<file path="src/rtl/shift_pipe_if.sv">
// Request/result handshake bundle for shift_pipe.
// The shifter uses the slave modport; the producer/consumer side uses master.
interface shift_pipe_if #(
  parameter int WIDTH = 32
);
  localparam int LOG2W = $clog2(WIDTH);

  logic             in_valid;
  logic             in_ready;
  logic [WIDTH-1:0] in_data;
  logic [LOG2W-1:0] in_shamt;
  logic [1:0]       in_op;
  logic             out_valid;
  logic             out_ready;
  logic [WIDTH-1:0] out_data;
  logic             out_zero;

  modport slave (
    input  in_valid, in_data, in_shamt, in_op, out_ready,
    output in_ready, out_valid, out_data, out_zero
  );

  modport master (
    output in_valid, in_data, in_shamt, in_op, out_ready,
    input  in_ready, out_valid, out_data, out_zero
  );
endinterface

</file>
<file path="src/rtl/shift_pipe.sv">
// Pipelined barrel shifter: stage k shifts/rotates by 2^k when shamt bit k is set.
// Ops: 00 SLL, 01 SRL, 10 SRA, 11 ROL. Fixed latency of LOG2W edges.
module shift_pipe #(
  parameter int WIDTH = 32
) (
  input  logic         clk,
  input  logic         reset,
  shift_pipe_if.slave  bus
);
  localparam int LOG2W = $clog2(WIDTH);

  // Handshake: a request transfers on an edge with in_valid && in_ready, a result
  // on an edge with out_valid && out_ready; in_ready depends only on the output side.
  logic adv;

  logic             valid_q [LOG2W];
  logic [WIDTH-1:0] data_q  [LOG2W];
  logic [1:0]       op_q    [LOG2W];
  logic [LOG2W-1:0] shamt_q [LOG2W];
  logic             sign_q  [LOG2W];
  logic             zero_q;

  logic             valid_d [LOG2W];
  logic [WIDTH-1:0] data_d  [LOG2W];
  logic [1:0]       op_d    [LOG2W];
  logic [LOG2W-1:0] shamt_d [LOG2W];
  logic             sign_d  [LOG2W];

  function automatic logic [WIDTH-1:0] stage_fn(
    input logic [WIDTH-1:0] d,
    input logic [1:0]       op,
    input logic             sgn,
    input int unsigned      s
  );
    logic [WIDTH-1:0] r;
    case (op)
      2'b00:   r = d << s;
      2'b01:   r = d >> s;
      2'b10:   r = (d >> s) | (sgn ? ~({WIDTH{1'b1}} >> s) : '0);
      default: r = (d << s) | (d >> (WIDTH - s));
    endcase
    return r;
  endfunction

  for (genvar k = 0; k < LOG2W; k++) begin : g_stage
    logic             sv;
    logic [WIDTH-1:0] sd;
    logic [1:0]       so;
    logic [LOG2W-1:0] ss;
    logic             sg;

    if (k == 0) begin : g_first
      // Idle cycles load a clean bubble so ignored inputs never reach the pipe.
      assign sv = bus.in_valid;
      assign sd = bus.in_valid ? bus.in_data : '0;
      assign so = bus.in_valid ? bus.in_op : 2'b00;
      assign ss = bus.in_valid ? bus.in_shamt : '0;
      assign sg = bus.in_valid & bus.in_data[WIDTH-1];
    end else begin : g_rest
      assign sv = valid_q[k-1];
      assign sd = data_q[k-1];
      assign so = op_q[k-1];
      assign ss = shamt_q[k-1];
      assign sg = sign_q[k-1];
    end

    assign valid_d[k] = sv;
    assign data_d[k]  = ss[k] ? stage_fn(sd, so, sg, 32'(1) << k) : sd;
    assign op_d[k]    = so;
    assign shamt_d[k] = ss & ~(LOG2W'(1) << k);
    assign sign_d[k]  = sg;
  end

  assign adv = !valid_q[LOG2W-1] || bus.out_ready;

  always_ff @(posedge clk) begin
    if (reset) begin
      for (int k = 0; k < LOG2W; k++) begin
        valid_q[k] <= 1'b0;
        data_q[k]  <= '0;
        op_q[k]    <= 2'b00;
        shamt_q[k] <= '0;
        sign_q[k]  <= 1'b0;
      end
      zero_q <= 1'b0;
    end else if (adv) begin
      for (int k = 0; k < LOG2W; k++) begin
        valid_q[k] <= valid_d[k];
        data_q[k]  <= data_d[k];
        op_q[k]    <= op_d[k];
        shamt_q[k] <= shamt_d[k];
        sign_q[k]  <= sign_d[k];
      end
      zero_q <= (data_d[LOG2W-1] == '0);
    end
  end

  // The last stage's control fields travel along but nothing downstream needs them.
  logic unused_tail;
  assign unused_tail = ^{op_q[LOG2W-1], shamt_q[LOG2W-1], sign_q[LOG2W-1]};

  assign bus.in_ready  = adv;
  assign bus.out_valid = valid_q[LOG2W-1];
  assign bus.out_data  = data_q[LOG2W-1];
  assign bus.out_zero  = zero_q;
endmodule

</file>
<file path="src/flat_wrapper.sv">
// flat-port wrapper written by rule: the top's interface ports become plain ports
module shift_pipe_flat 
#(
  parameter int WIDTH = 32
)
  (clk, reset, bus_in_valid, bus_in_data, bus_in_shamt, bus_in_op, bus_out_ready, bus_in_ready, bus_out_valid, bus_out_data, bus_out_zero);
  shift_pipe_if #(.WIDTH(WIDTH)) bus_i ();
  input  logic clk;
  input  logic reset;
  input wire logic [$bits(bus_i.in_valid)-1:0] bus_in_valid;
  input wire logic [$bits(bus_i.in_data)-1:0] bus_in_data;
  input wire logic [$bits(bus_i.in_shamt)-1:0] bus_in_shamt;
  input wire logic [$bits(bus_i.in_op)-1:0] bus_in_op;
  input wire logic [$bits(bus_i.out_ready)-1:0] bus_out_ready;
  output wire logic [$bits(bus_i.in_ready)-1:0] bus_in_ready;
  output wire logic [$bits(bus_i.out_valid)-1:0] bus_out_valid;
  output wire logic [$bits(bus_i.out_data)-1:0] bus_out_data;
  output wire logic [$bits(bus_i.out_zero)-1:0] bus_out_zero;
  assign bus_i.in_valid = bus_in_valid;
  assign bus_i.in_data = bus_in_data;
  assign bus_i.in_shamt = bus_in_shamt;
  assign bus_i.in_op = bus_in_op;
  assign bus_i.out_ready = bus_out_ready;
  assign bus_in_ready = bus_i.in_ready;
  assign bus_out_valid = bus_i.out_valid;
  assign bus_out_data = bus_i.out_data;
  assign bus_out_zero = bus_i.out_zero;
  shift_pipe #(.WIDTH(WIDTH)) u_core (.clk(clk), .reset(reset), .bus(bus_i));
endmodule
</file>
<file path="config.mk">
export PLATFORM = sky130hd
export DESIGN_NAME = shift_pipe_flat
export DESIGN_NICKNAME = d
export VERILOG_FILES = /design/src/rtl/shift_pipe_if.sv /design/src/rtl/shift_pipe.sv /design/src/flat_wrapper.sv
export SDC_FILE = /design/constraint.sdc
export NUM_CORES = 1
export LEC_CHECK = 0
export ABC_AREA = 1
export BUFFER_PORTS_ARGS = -buffer_cell sky130_fd_sc_hd__buf_4
export CORE_MARGIN = 2
export CORE_UTILIZATION = 50
export CTS_CLUSTER_DIAMETER = 60
export DETAILED_ROUTE_END_ITERATION = 12
export PLACE_DENSITY = 0.74
export REMOVE_ABC_BUFFERS = 1
export SYNTH_ARGS = -nofsm -noshare
export SYNTH_HDL_FRONTEND = slang
export SYNTH_SLANG_ARGS = --single-unit
</file>
<file path="constraint.sdc">
create_clock -name clk -period 8.6 [get_ports clk]
set_input_delay 2.15 -clock clk [delete_from_list [all_inputs] [get_ports clk]]
set_output_delay 2.15 -clock clk [all_outputs]
set_load 0.01 [all_outputs]
</file>
## After elaboration in Yosys (flattened, before gate mapping)

Memory sizes are Yosys's and may differ from the RTL's.
Index checks and enable logic that the tools add are counted.

| storage, ports and cells | value |
|---|---|
| flip-flop bits (word level) | 1 |
| memory bits (writable) | 205 |
| input port bits | 43 |
| output and inout bits | 35 |
| word-level logic and storage cells | 108 |
| memories kept | 5 |

Memories:

| memory | depth | bits a word | read ports | clocked after memory_dff | write ports | RTL line | RTL |
|---|---|---|---|---|---|---|---|
| u_core.data_q | 5 | 32 | 5 | 0 | 5 | shift_pipe.sv:17 | `logic [WIDTH-1:0] data_q [LOG2W];` |
| u_core.shamt_q | 5 | 5 | 4 | 0 | 5 | shift_pipe.sv:19 | `logic [LOG2W-1:0] shamt_q [LOG2W];` |
| u_core.op_q | 5 | 2 | 4 | 0 | 5 | shift_pipe.sv:18 | `logic [1:0] op_q [LOG2W];` |
| u_core.sign_q | 5 | 1 | 4 | 0 | 5 | shift_pipe.sv:20 | `logic sign_q [LOG2W];` |
| u_core.valid_q | 5 | 1 | 5 | 0 | 5 | shift_pipe.sv:16 | `logic valid_q [LOG2W];` |

| operators by class | value |
|---|---|
| equal/unequal tests | 10 |
| mux-type cells | 48 |
| bitwise gates (word level) | 36 |
| reductions and logical operators | 8 |

Operator list:

| kind | count |
|---|---|
| $mux 32 | 16 |
| $pmux 32 s3 | 5 |
| $logic_not 32->1 | 1 |
| $or 16x32->32 | 1 |
| $or 24x32->32 | 1 |
| $or 28x32->32 | 1 |
| $or 30x32->32 | 1 |
| $or 31x32->32 | 1 |
| $or 32x1->32 | 1 |
| $or 32x16->32 | 1 |
| $or 32x2->32 | 1 |
| $or 32x4->32 | 1 |
| $or 32x8->32 | 1 |
| $mux 5 | 6 |
| $or 1x1->1 | 25 |
| $mux 1 | 15 |
| $mux 2 | 6 |
| $eq 2x1->1 const B | 5 |
| $eq 2x2->1 const B | 5 |
| $logic_not 2->1 | 5 |
| $and 1x1->1 | 1 |
| $logic_not 1->1 | 1 |
| $logic_or 1x1->1 | 1 |

## Longest topological paths before layout

An unclocked memory read counts as a cell.

| depth | value |
|---|---|
| depth after elaboration | 7 |
| mapped depth | 13 |
| gate-level depth less buffers | 12 |

## Worst setup path after synthesis

Ideal clock, no wire load.

| path | value |
|---|---|
| path type | input -> register |
| from | in bus_out_ready |
| to | mem u_core.data_q[0][0] (enable) |
| setup time | 0.555 ns |
| arrival | 6.378 ns |
| required time | 8.045 ns |
| setup slack | 1.667 ns |
| cell stages on the path | 4 |
| buffers on the path | 0 |
| path through | inv_1 -> nand2_1 -> inv_1 -> nand2_1 |

RTL lines:

| element | RTL line | RTL |
|---|---|---|
| start, declared | flat_wrapper.sv:14 | `input wire logic [$bits(bus_i.out_ready)-1:0] bus_out_ready;` |
| end, declared | shift_pipe.sv:17 |  |

## Worst setup path after layout

| path | value |
|---|---|
| from | in bus_out_ready |
| to | out bus_in_ready |

| on the way | value |
|---|---|
| word-level cells in the longest chain between the ends | 1 |

RTL lines:

| element | RTL line | RTL |
|---|---|---|
| $logic_or 1x1->1 | shift_pipe.sv:74 | `assign adv = !valid_q[LOG2W-1] \|\| bus.out_ready;` |
| end, declared | flat_wrapper.sv:15 | `output wire logic [$bits(bus_i.in_ready)-1:0] bus_in_ready;` |

No other way between the ends.

==> impl_metrics.toml <==
[floorplan]
die-area_um2 = 20900
core_um2 = 19500
initial_utilization = 0.509
ios = 78
die_h_um = 145
row_count = 51
die_w_um = 145

[clocking]
hold_buffers = 0
cts_sinks = 188
post_cts_buffers = 0
tritoncts = "built"
root_buffer = "clkbuf_16"
clock_tree.buffer_depth = 2
ctsResizeCount = 0
ctsHtreeMaxLevel = 4
cts_made_buffers = 17
clkTransAtPathRegs_ns = 0.07
worstSkewPairLatency_ns = 0.44

[critical_path]
required_ns = 6.45
cp-startpoint = "bus_out_ready"
critPathLaunchType = "input port"
end_kind = "output pin"
crit_fanout = 3
r2r-start = "u_core.valid_q[0][4]$_SDFFCE_PN0P_"
path_class = "in -> out"
rrSetupSlack_ns = 6.10
cp_data_arrival_time_ns = 2.56

[synthesis]
synth_warnings = 0
synth.avg_cell_area_um2 = 9.19
synth_cells = 1078
ys_seq_area_frac = 0.569
syn_area_um2 = 9900
ys_types = 25
synth_seq_cells = 188

[min_path]
hold_class = "reg -> reg"
min_from = "u_core.bus.out_zero$_SDFFE_PP0N_"

[placed_design]
io_buffers = 77
place_inst = 1329
place_congestion = 0.882
hpwlAfterDp_mm = 13.8

[final_layout]
final_nets = 1126
n_antenna_cell = 0
final_common_cell = "nand2_1"
mostFrequentLayoutCells = "nand2_1 (200), edfxtp_1 (187), a21oi_1 (135), inv_1 (124), o21ai_0 (89)"
fin_cells = 1361
n_fill_cell = 1682
area_delta_synth_final_pct = 10.6
multi_input_area_um2 = 3280
ff_latch_area_um2 = 5640
drive_gt1_frac = 0.125
final_util = 0.563

[timing]
slew_headroom = 0.310
skew_ns = 0.0113
setup_viol = 0
whs_ns = 0.482
setup_tns_ns = 0
period_minus_slack_ns = 4.71
rsz0062_at_grt = "false"
final_hold_viol_count = 0
fmax_mhz = 212
slew_viol_final = 0
final.period_utilization = 0.547
worst_slew_pin_slew_ns = 1.03

[route]
dr.pass1.iters = 5
viasPerCell = 5.54
drc = 0
vias = 7535
ant_nets = 0
finalWirelength_mm = 20.0
wl_per_cell_um = 14.7
drt_iter0_markers = 647

[pwr]
power_density_nw_per_um2 = 187
total_power_mw = 2.05
ir_drop_uv = 149
p_leak_nw = 4.29

[run_status]
outcome = "finished clean"

[global_routing]
grt_pass1_wl_mm = 32.4
antenna_found_initial = 0
grt.total_usage = 0.199
grt_pass1_vias = 6707
overflow = 0
grt_max_degree = 86

[job]
maxCapViolCount = 0
cell type report:
class | instances | area share
inverter | 130 | 0.0446
tap | 265 | 0.0303
clock inverter | 15 | 0.0130
timing repair buffer | 87 | 0.0596
sequential | 188 | 0.515
multi-input combinational | 659 | 0.299
clock buffer | 17 | 0.0388
cells by family after synthesis:
| group | count (synthesis) | synth area share |
|---|---|---|
| AO/OA/AOI/OAI | 343 | 0.203 |
| AND/OR/NAND/NOR | 316 | 0.126 |
| buffers and inverters | 231 | 0.102 |
| flip-flops | 188 | 0.569 |
where the power goes:
part	switching (mW)	internal (mW)	leakage [nW]
Clock	0.367	0.386	0.273
Sequential	0.0323	1.06	2.27
Combinational	0.134	0.0739	1.75
layer usage:
| layer | GRT usage | routed length, um | up-vias |
|---|---|---|---|
| met3 | 0.0349 | 1250 | 64 |
| met5 | 0 | 0 | - |
| met4 | 0.120 | 882 | 0 |
| li1 | - | - | 3726 |
| met2 | 0.331 | 9630 | 329 |
| met1 | 0.245 | 8270 | 3416 |
worst max-delay path: stages:
cell     delay [ns]
buf_4          0.11
inv_1          0.04
nand2_1        0.10
buf_4          0.17
state kept, by name, indices dropped and copies added, names as in the netlist:
register,cells
u_core.data_q,160
u_core.op_q,8
u_core.bus.out_zero,1
u_core.valid_q,5
u_core.shamt_q,10
u_core.sign_q,4
metrics by stage:
step,area [um2],setup WS (ns)
3_3_place_gp,10400,3.89
4_1_cts,11000,3.89
6_report,11000,3.89
5_1_grt,11000,3.85
3_5_place_dp,10400,3.89
2_1_floorplan,9380,1.67
final timing paths:
path	to	cells after the start
worst max-delay path	bus_in_ready	4
worst min-delay path	u_core.bus.out_zero$_SDFFE_PP0N_	2
worst max register to register	u_core.data_q[0][31]$_SDFFCE_PN0P_	4
worst min register to register	u_core.bus.out_zero$_SDFFE_PP0N_	2
synthesized netlist by cell type:
cell,count,share of area
or2_1,7,0.0044
o211ai_1,11,0.0083
dfxtp_1,1,0.0020
nand2_2,1,0.00063
clkinv_1,2,0.00076
inv_2,4,0.0015
buf_2,15,0.0076
o221ai_1,14,0.012
o21ai_0,89,0.045
edfxtp_1,187,0.57
nor2_4,2,0.0023
nand3_1,5,0.0025
a31oi_1,14,0.0088
buf_4,33,0.025
nand4_1,2,0.0013
nor2_1,90,0.034
o2111ai_1,6,0.0053
a21oi_1,135,0.068
nand2_1,202,0.077
clkbuf_1,46,0.017
or2_2,7,0.0044
o21ai_1,6,0.0030
buf_1,7,0.0027
a211oi_1,68,0.052
inv_1,124,0.047
No activity file was read; power rests on OpenSTA's default activity.
